$ cat config.mk
export PLATFORM = sky130hd
export DESIGN_NAME = hazard_scoreboard
export DESIGN_NICKNAME = d
export VERILOG_FILES = /design/src/rtl/hazard_scoreboard_pkg.sv /design/src/rtl/hazard_scoreboard_hz_slot_match.sv /design/src/rtl/hazard_scoreboard.sv
export SDC_FILE = /design/constraint.sdc
export NUM_CORES = 1
export LEC_CHECK = 0
export BUFFER_PORTS_ARGS = -buffer_cell sky130_fd_sc_hd__buf_4
export CORE_UTILIZATION = 40
export DETAILED_ROUTE_END_ITERATION = 6
export GPL_ROUTABILITY_DRIVEN = 0
export GPL_TIMING_DRIVEN = 0
export MAX_ROUTING_LAYER = met4
export PLACE_DENSITY_LB_ADDON = 0.12
export SYNTH_ARGS = -nofsm -noshare
export SYNTH_HDL_FRONTEND = slang
export SYNTH_SLANG_ARGS = --single-unit
$ cat constraint.sdc
create_clock -name clk -period 2.15 [get_ports clk]
set_clock_uncertainty 0.05 [all_clocks]
set_input_delay 0.43 -clock clk [delete_from_list [all_inputs] [get_ports clk]]
set_output_delay 0.43 -clock clk [all_outputs]
set_load 0.05 [all_outputs]
$ cat src/rtl/hazard_scoreboard_pkg.sv
// Shared pipeline types for the decode-stage hazard scoreboard: shadow slot
// layout and the EXE forward-select encoding.
package hazard_scoreboard_pkg;

    localparam int SLOT_REG_W = 4;

    localparam logic [1:0] FWD_RF  = 2'b00;
    localparam logic [1:0] FWD_MEM = 2'b01;
    localparam logic [1:0] FWD_WB  = 2'b10;

    typedef struct packed {
        logic                  valid;
        logic [SLOT_REG_W-1:0] dest;
        logic                  wb_en;
        logic                  mem_r;
        logic [SLOT_REG_W-1:0] src1;
        logic [SLOT_REG_W-1:0] src2;
        logic                  use1;
        logic                  use2;
    } slot_t;

    // The nearer producer (current EXE, which becomes MEM) wins a double match.
    function automatic logic [1:0] fwd_pick(input logic hit_exe, input logic hit_mem);
        if (hit_exe)
            return FWD_MEM;
        else if (hit_mem)
            return FWD_WB;
        else
            return FWD_RF;
    endfunction

endpackage

$ cat src/rtl/hazard_scoreboard_hz_slot_match.sv
// Compares one decode-stage source register against one shadow slot.
module hz_slot_match #(
    parameter int REG_W = 4
) (
    input  logic             slot_valid,
    input  logic             slot_wb_en,
    input  logic [REG_W-1:0] slot_dest,
    input  logic [REG_W-1:0] src,
    input  logic             use_src,
    output logic             hit
);

    assign hit = use_src & slot_valid & slot_wb_en & (slot_dest == src);

endmodule

$ cat src/rtl/hazard_scoreboard.sv
// Decode-stage hazard responder: shadow EXE/MEM/WB destination pipeline,
// same-cycle stall request, registered EXE forward selects and stall counter.
module hazard_scoreboard
    import hazard_scoreboard_pkg::*;
#(
    parameter int CNT_W = 16,
    parameter int REG_W = 4
) (
    input  logic             clk,
    input  logic             rst,
    input  logic             fwd_en,
    input  logic [REG_W-1:0] src1_HZRD,
    input  logic [REG_W-1:0] src2_HZRD,
    input  logic             two_src_HZRD,
    input  logic             move_HZRD,
    input  logic [REG_W-1:0] dest_ID,
    input  logic             WB_EN_ID,
    input  logic             MEM_R_EN_ID,
    input  logic             flush,
    output logic             hazard,
    output logic [1:0]       fwd_sel1_EXE,
    output logic [1:0]       fwd_sel2_EXE,
    output logic [CNT_W-1:0] stall_cnt
);

    slot_t      slot_exe_p0;
    slot_t      slot_mem_p1;
    slot_t      slot_wb_p2;
    slot_t      slot_new;

    logic       use1;
    logic       use2;
    logic       h1_exe;
    logic       h2_exe;
    logic       h1_mem;
    logic       h2_mem;
    logic       hit_exe;
    logic       hit_mem;
    logic       issue;
    logic [1:0] sel1_nxt;
    logic [1:0] sel2_nxt;

    // WB slot is kept for visibility only; the register file is write-before-read.
    logic       shadow_unused;

    function automatic logic [CNT_W-1:0] sat_inc(input logic [CNT_W-1:0] v);
        return (&v) ? v : v + CNT_W'(1);
    endfunction

    assign use1 = ~move_HZRD;
    assign use2 = two_src_HZRD;

    hz_slot_match #(.REG_W(REG_W)) u_m1_exe (
        .slot_valid (slot_exe_p0.valid),
        .slot_wb_en (slot_exe_p0.wb_en),
        .slot_dest  (slot_exe_p0.dest),
        .src        (src1_HZRD),
        .use_src    (use1),
        .hit        (h1_exe)
    );

    hz_slot_match #(.REG_W(REG_W)) u_m2_exe (
        .slot_valid (slot_exe_p0.valid),
        .slot_wb_en (slot_exe_p0.wb_en),
        .slot_dest  (slot_exe_p0.dest),
        .src        (src2_HZRD),
        .use_src    (use2),
        .hit        (h2_exe)
    );

    hz_slot_match #(.REG_W(REG_W)) u_m1_mem (
        .slot_valid (slot_mem_p1.valid),
        .slot_wb_en (slot_mem_p1.wb_en),
        .slot_dest  (slot_mem_p1.dest),
        .src        (src1_HZRD),
        .use_src    (use1),
        .hit        (h1_mem)
    );

    hz_slot_match #(.REG_W(REG_W)) u_m2_mem (
        .slot_valid (slot_mem_p1.valid),
        .slot_wb_en (slot_mem_p1.wb_en),
        .slot_dest  (slot_mem_p1.dest),
        .src        (src2_HZRD),
        .use_src    (use2),
        .hit        (h2_mem)
    );

    assign hit_exe = h1_exe | h2_exe;
    assign hit_mem = h1_mem | h2_mem;

    // With forwarding only a load still in EXE cannot supply its result in time.
    assign hazard = fwd_en ? (hit_exe & slot_exe_p0.mem_r) : (hit_exe | hit_mem);
    assign issue  = ~hazard & ~flush;

    assign sel1_nxt = (fwd_en & issue) ? fwd_pick(h1_exe, h1_mem) : FWD_RF;
    assign sel2_nxt = (fwd_en & issue) ? fwd_pick(h2_exe, h2_mem) : FWD_RF;

    always_comb begin
        slot_new       = '0;
        slot_new.valid = issue;
        slot_new.dest  = dest_ID;
        slot_new.wb_en = WB_EN_ID;
        slot_new.mem_r = MEM_R_EN_ID;
        slot_new.src1  = src1_HZRD;
        slot_new.src2  = src2_HZRD;
        slot_new.use1  = use1;
        slot_new.use2  = use2;
    end

    assign shadow_unused = ^{slot_wb_p2, slot_exe_p0.src1, slot_exe_p0.src2,
                             slot_exe_p0.use1, slot_exe_p0.use2, slot_mem_p1.mem_r,
                             slot_mem_p1.src1, slot_mem_p1.src2, slot_mem_p1.use1,
                             slot_mem_p1.use2};

    // ID -> EXE (p0) -> MEM (p1) -> WB (p2)
    always_ff @(posedge clk or negedge rst) begin
        if (!rst) begin
            slot_exe_p0.valid <= 1'b0;
            slot_mem_p1.valid <= 1'b0;
            slot_wb_p2.valid  <= 1'b0;
            fwd_sel1_EXE      <= FWD_RF;
            fwd_sel2_EXE      <= FWD_RF;
            stall_cnt         <= '0;
        end else begin
            slot_wb_p2   <= slot_mem_p1;
            slot_mem_p1  <= slot_exe_p0;
            slot_exe_p0  <= slot_new;
            fwd_sel1_EXE <= sel1_nxt;
            fwd_sel2_EXE <= sel2_nxt;
            if (hazard && !flush)
                stall_cnt <= sat_inc(stall_cnt);
        end
    end

endmodule

-- Word-level counts from Yosys, hierarchy flattened
Index checks and enable logic that the tools add are counted.
- flip-flop bits (word level): 33
- word-level logic and storage cells: 48
- output and inout port bits: 21
- input port bits: 20
- mux-type cells: 7
- bitwise gates (word level): 22
- equality and inequality tests: 4
- reductions and logical operators: 4
- add/subtract/negate cells: 1
- operator list (operator ; number):
    $add A16 B1 Y16 const B ; 1
    $eq A4 B4 Y1 ; 4
    $reduce_and A16 Y1 ; 1
    $and A1 B1 Y1 ; 15
    $mux W2 ; 6
    $not A1 Y1 ; 4
    $or A1 B1 Y1 ; 3
    $reduce_and A2 Y1 ; 1
    $logic_and A1 B1 Y1 ; 1
    $logic_not A1 Y1 ; 1
    $mux W1 ; 1

-- Longest topological paths before layout
- depth in word-level cells: 11
- gate-level depth with buffers: 8
- mapped depth without buffers: 7

-- Hierarchy
Synthesis repeated with hierarchy kept, for this count alone.
- cell total of the unflattened synthesis: 118
- area, all modules: 1503.9 um2
- by module, submodules not included (module ; area each (um2) ; cells an instance ; instances):
    hazard_scoreboard ; 1288.7 ; 94 ; 1
    hz_slot_match ; 53.8 ; 6 ; 4

-- Worst setup path after synthesis
OpenSTA, ideal clock, no wires.
- path kind: register -> register
- start point: register stall_cnt[0]
- end point: register stall_cnt[1]
- library setup time: 0.128 ns
- arrival time: 1.878 ns
- path slack: 0.094 ns
- required time: 1.972 ns
- cell stages (with the launch flop): 8
- cell sequence: dfrtp_1 > ha_1 > and2_1 > nand3_1 > nor3_2 > nor2_2 > nand2_2 > mux2_1
- word-level cells in the longest chain between the ends: 3
- ends and longest elaborated chain (what ; RTL line ; source):
    from (decl) ; hazard_scoreboard.sv:23 ; output logic [CNT_W-1:0] stall_cnt
    from (signal assigned) ; hazard_scoreboard.sv:132 ; stall_cnt <= sat_inc(stall_cnt);
    parallel branches: the longest is 3 deep, another holds $add A16 B1 Y16 ; n/a ;
Parallel ways; which one is timed is not known.
A chain may end at the register's enable or synchronous reset.

-- Worst setup path in the final report
- start point: register slot_mem_p1[13] (netlist name)
- end point: output hazard
- word-level cells in the longest chain between the ends: 5
- ends and longest elaborated chain (what ; RTL line ; source):
    from (decl) ; hazard_scoreboard.sv:27 ; slot_t slot_mem_p1;
    from (signal assigned) ; hazard_scoreboard.sv:127 ; slot_mem_p1 <= slot_exe_p0;
    $eq A4 B4 Y1 ; hazard_scoreboard_hz_slot_match.sv:13 ; assign hit = use_src & slot_valid & slot_wb_en & (slot_dest == src);
    $and A1 B1 Y1 ; hazard_scoreboard_hz_slot_match.sv:13 ;
    $or A1 B1 Y1 (*) ; hazard_scoreboard.sv:90 ; assign hit_mem = h1_mem | h2_mem;
    $or A1 B1 Y1 (*) ; hazard_scoreboard.sv:93 ; assign hazard = fwd_en ? (hit_exe & slot_exe_p0.mem_r) : (hit_exe | hit_mem);
    $mux W1 (*) ; hazard_scoreboard.sv:93 ;
    to (decl) ; hazard_scoreboard.sv:20 ; output logic hazard,
Every way passes the cells marked *; elsewhere a longest branch is shown, timed or not.

==> run metrics <==
Reg2Reg Setup Slack 0.21 ns; max-cap violation count 0; Yosys warning total 0; final critical-path share of the clock period 101%; wire length per cell 15.1 um; mux share of post-synthesis cell area 0.681%; VDD IR-drop max 0.426 mV; hold buffer count at CTS 0; leakage power 0.922 nW; Hold Crit Class input pin to async pin; syn nets 152; DR iter-0 viols 63; FMAX 0.459 GHz; first-pass GRT wire length 5680 um; Layout area overhead 33.8%; I/O pins 41; Die Ht 66.3 um; Seq/Total Area, Yosys 53.3%; htree depth 2; Synth Area in Simple Gates 22.1%; drt pass-1 iters 4; CTS clk-pin slew, worst paths 0.07 ns; Worst Path Arrival 1.70 ns; Avg Cell Area, Syn 12.6 um2; CP startpoint slot_mem_p1[13]; initial antenna violation count 0; Global Route Usage Sum 18.3%; worst reg2reg endpoint fwd_sel1_EXE[1]; Pins Over Slew Limit 0; Die Area 0.00440 mm2; Worst Path Required 1.67 ns; largest family of logic cells by synthesized area simple AND/OR/NAND/NOR gates; total wire length 3560 um; reg2reg start slot_exe_p0[13]; CTS tree done; post-synthesis compound-gate area fraction 6.28%; # setup viols final 1; largest net degree at the start of global routing 34; failing checks setup timing; Fin. Hold Viols 0; # DRC 0; Post-Synth XOR/XNOR Area 15.4%; CTS buffer count 5; vias in the first global route 1228; # rows 23; GRT overflow 0; share of cells above drive strength 1 44.1%; die width 66.3 um; Setup CP Type flip-flop to output pin; met1 GRT Util 20.9%; via/cell ratio 5.14; Core Area 0.00397 mm2; crit end category output pin; RSZ-0062 raised after global routing true; Cell Area, Synth 0.00165 mm2; Antenna Nets Post-Route 0; Yosys reg bits 33; status complete, but fails checks; Slew headroom 68.2%; # port buffers 40; critical path launch point type flip-flop; final net count 206; Antenna diodes 0; CP Max Fanout 2; clk sinks 33; cells after synthesis 131; Final Worst Setup Slack -0.0270 ns; min Tclk post-route 2.18 ns; Synth Area in Adders 0.756%; clk_lat worst skew 0.28 ns; worst-margin pin slew 0.464 ns; CTS Root Cell clkbuf_8; cell area power density 646 mW/mm2; GR Layer Usage met3 5.86%; M2 GR Usage 29.2%; GRT Max-Usage Layer met2; hpwl dp 2380 um; final core occ 55.7%; synth unique cells 37; worst r2r path cells 6; Initial Util 41.7%; fill count 357; capture point of the worst path hazard; Final Power 1.43 mW; clock tree buffer depth 2; DR vias 1213
==> placed cells by master (no fill, tap or decap), types with 3 or more instances in the layout <==
master	instances
nand3_1	7
nand2_1	6
xnor2_1	13
nor2_1	4
xor2_1	15
edfxtp_1	11
nand3_2	5
and3_1	4
dfrtp_1	22
clkbuf_8	5
nand4_1	3
nand3b_1	3
buf_4	47
nor3_2	6
==> per-layer routing <==
metal  share of wire [%]  vias up  wire (um)
met4                 1.6        0         56
met2                  52       37       1840
met1                  42      590       1490
li1                    -      580          -
met5                   0        -          0
met3                 5.0        6        179
==> worst max-delay path: stages, from the launching register on <==
cell and delay, ns:
edfxtp_1 0.42, xor2_1 0.17, nor3_2 0.28, a22oi_2 0.11, o21ai_4 0.18, buf_8 0.13
buf_8 0.13
==> logic make-up after synthesis <==
kind of cell	count (synthesis)
and+or+nand+nor	54
xor gates and xnor gates	29
adders and majority gates	1
muxes	1
AOI/OAI and AO/OA	9
buffers and inverters	4
DFF	33
==> synthesized netlist by cell type <==
master / instances / share of area, %
inv_1: 2 / 0.45
and4_1: 1 / 0.53
nor2_1: 4 / 0.91
nand4_1: 3 / 1.1
buf_4: 1 / 0.45
nor4b_1: 1 / 0.53
nor3_1: 4 / 1.2
nor4b_2: 1 / 0.91
o21ai_4: 1 / 0.98
nor4bb_2: 1 / 0.98
nor2_2: 1 / 0.38
nand3_2: 4 / 2.4
nand2_1: 6 / 1.4
nand3_1: 8 / 2.4
nand3b_1: 3 / 1.4
ha_1: 1 / 0.76
nand4bb_1: 1 / 0.68
mux2_1: 1 / 0.68
and2_1: 1 / 0.38
nor3b_1: 2 / 0.91
nor3b_2: 1 / 0.76
buf_6: 1 / 0.68
a21oi_2: 2 / 1.1
xor2_1: 15 / 7.9
a22oi_2: 1 / 0.76
a41oi_2: 2 / 2.0
xnor2_1: 14 / 7.4
a2111oi_0: 2 / 1.1
nor3_2: 3 / 1.8
nand2_2: 1 / 0.38
and3_1: 4 / 1.5
nand2b_1: 1 / 0.38
a22oi_1: 1 / 0.45
nor2b_1: 2 / 0.76
nor4_1: 1 / 0.38
edfxtp_1: 11 / 20
dfrtp_1: 22 / 33
==> state kept, by name, indices dropped and copies added, names as in the netlist <==
register,count
fwd_sel2_EXE,2
slot_exe_p0,7
fwd_sel1_EXE,2
slot_mem_p1,6
stall_cnt,16
==> worst min-delay path by stage <==
stage                     from               to  cells after the start
6_report                   rst     stall_cnt[0]                      1
5_1_grt                    rst     stall_cnt[6]                      1
4_1_cts                    rst  fwd_sel2_EXE[1]                      1
3_5_place_dp   slot_exe_p0[16]  slot_mem_p1[16]                      0
3_3_place_gp   slot_exe_p0[16]  slot_mem_p1[16]                      0
2_1_floorplan              rst  fwd_sel1_EXE[0]                      0
==> what timing repair did <==
| action | 4_1_cts | 5_1_grt |
|---|---|---|
| setup buffers | 4 | 3 |
| pin swaps | 4 | 4 |
| endpoints found under the setup margin | 1 | 7 |
| gates resized for setup | 9 | 3 |
==> power breakdown <==
| part | switching [mW] | internal (mW) | total, mW | leakage, nW |
|---|---|---|---|---|
| sequential | 0.0348 | 0.688 | 0.723 | 0.408 |
| combinational | 0.150 | 0.107 | 0.257 | 0.469 |
| clock | 0.225 | 0.224 | 0.449 | 0.0450 |
| total | 0.410 | 1.02 | 1.43 | 0.922 |
==> area by class of cell <==
class / instances / area (um2) / share of cell area (%)
clock buffers: 6 / 72.6 / 3.28
flip-flops and latches: 33 / 881 / 39.8
well taps: 50 / 62.6 / 2.83
multi-input cells: 94 / 797 / 36.0
repair buffers: 47 / 360 / 16.3
plain buffers: 2 / 22.5 / 1.02
inverters: 2 / 7.51 / 0.339
clock inverters: 2 / 10.0 / 0.452
==> through the flow <==
step,worst slack (ns),setup TNS [ns],instances,cell area [um2],hold slack (ns)
global route,-0.102,-0.102,236,2210,0.0476
finish,-0.0270,-0.0270,236,2210,0.0368
detailed placement,-0.165,-0.165,221,2020,0.320
CTS,-0.0198,-0.0198,233,2170,0.0425
global placement,-0.167,-0.167,221,2020,0.311
floorplan,0.0941,0,131,1650,0.0844
Note: power is estimated with default switching activity, not from simulation.
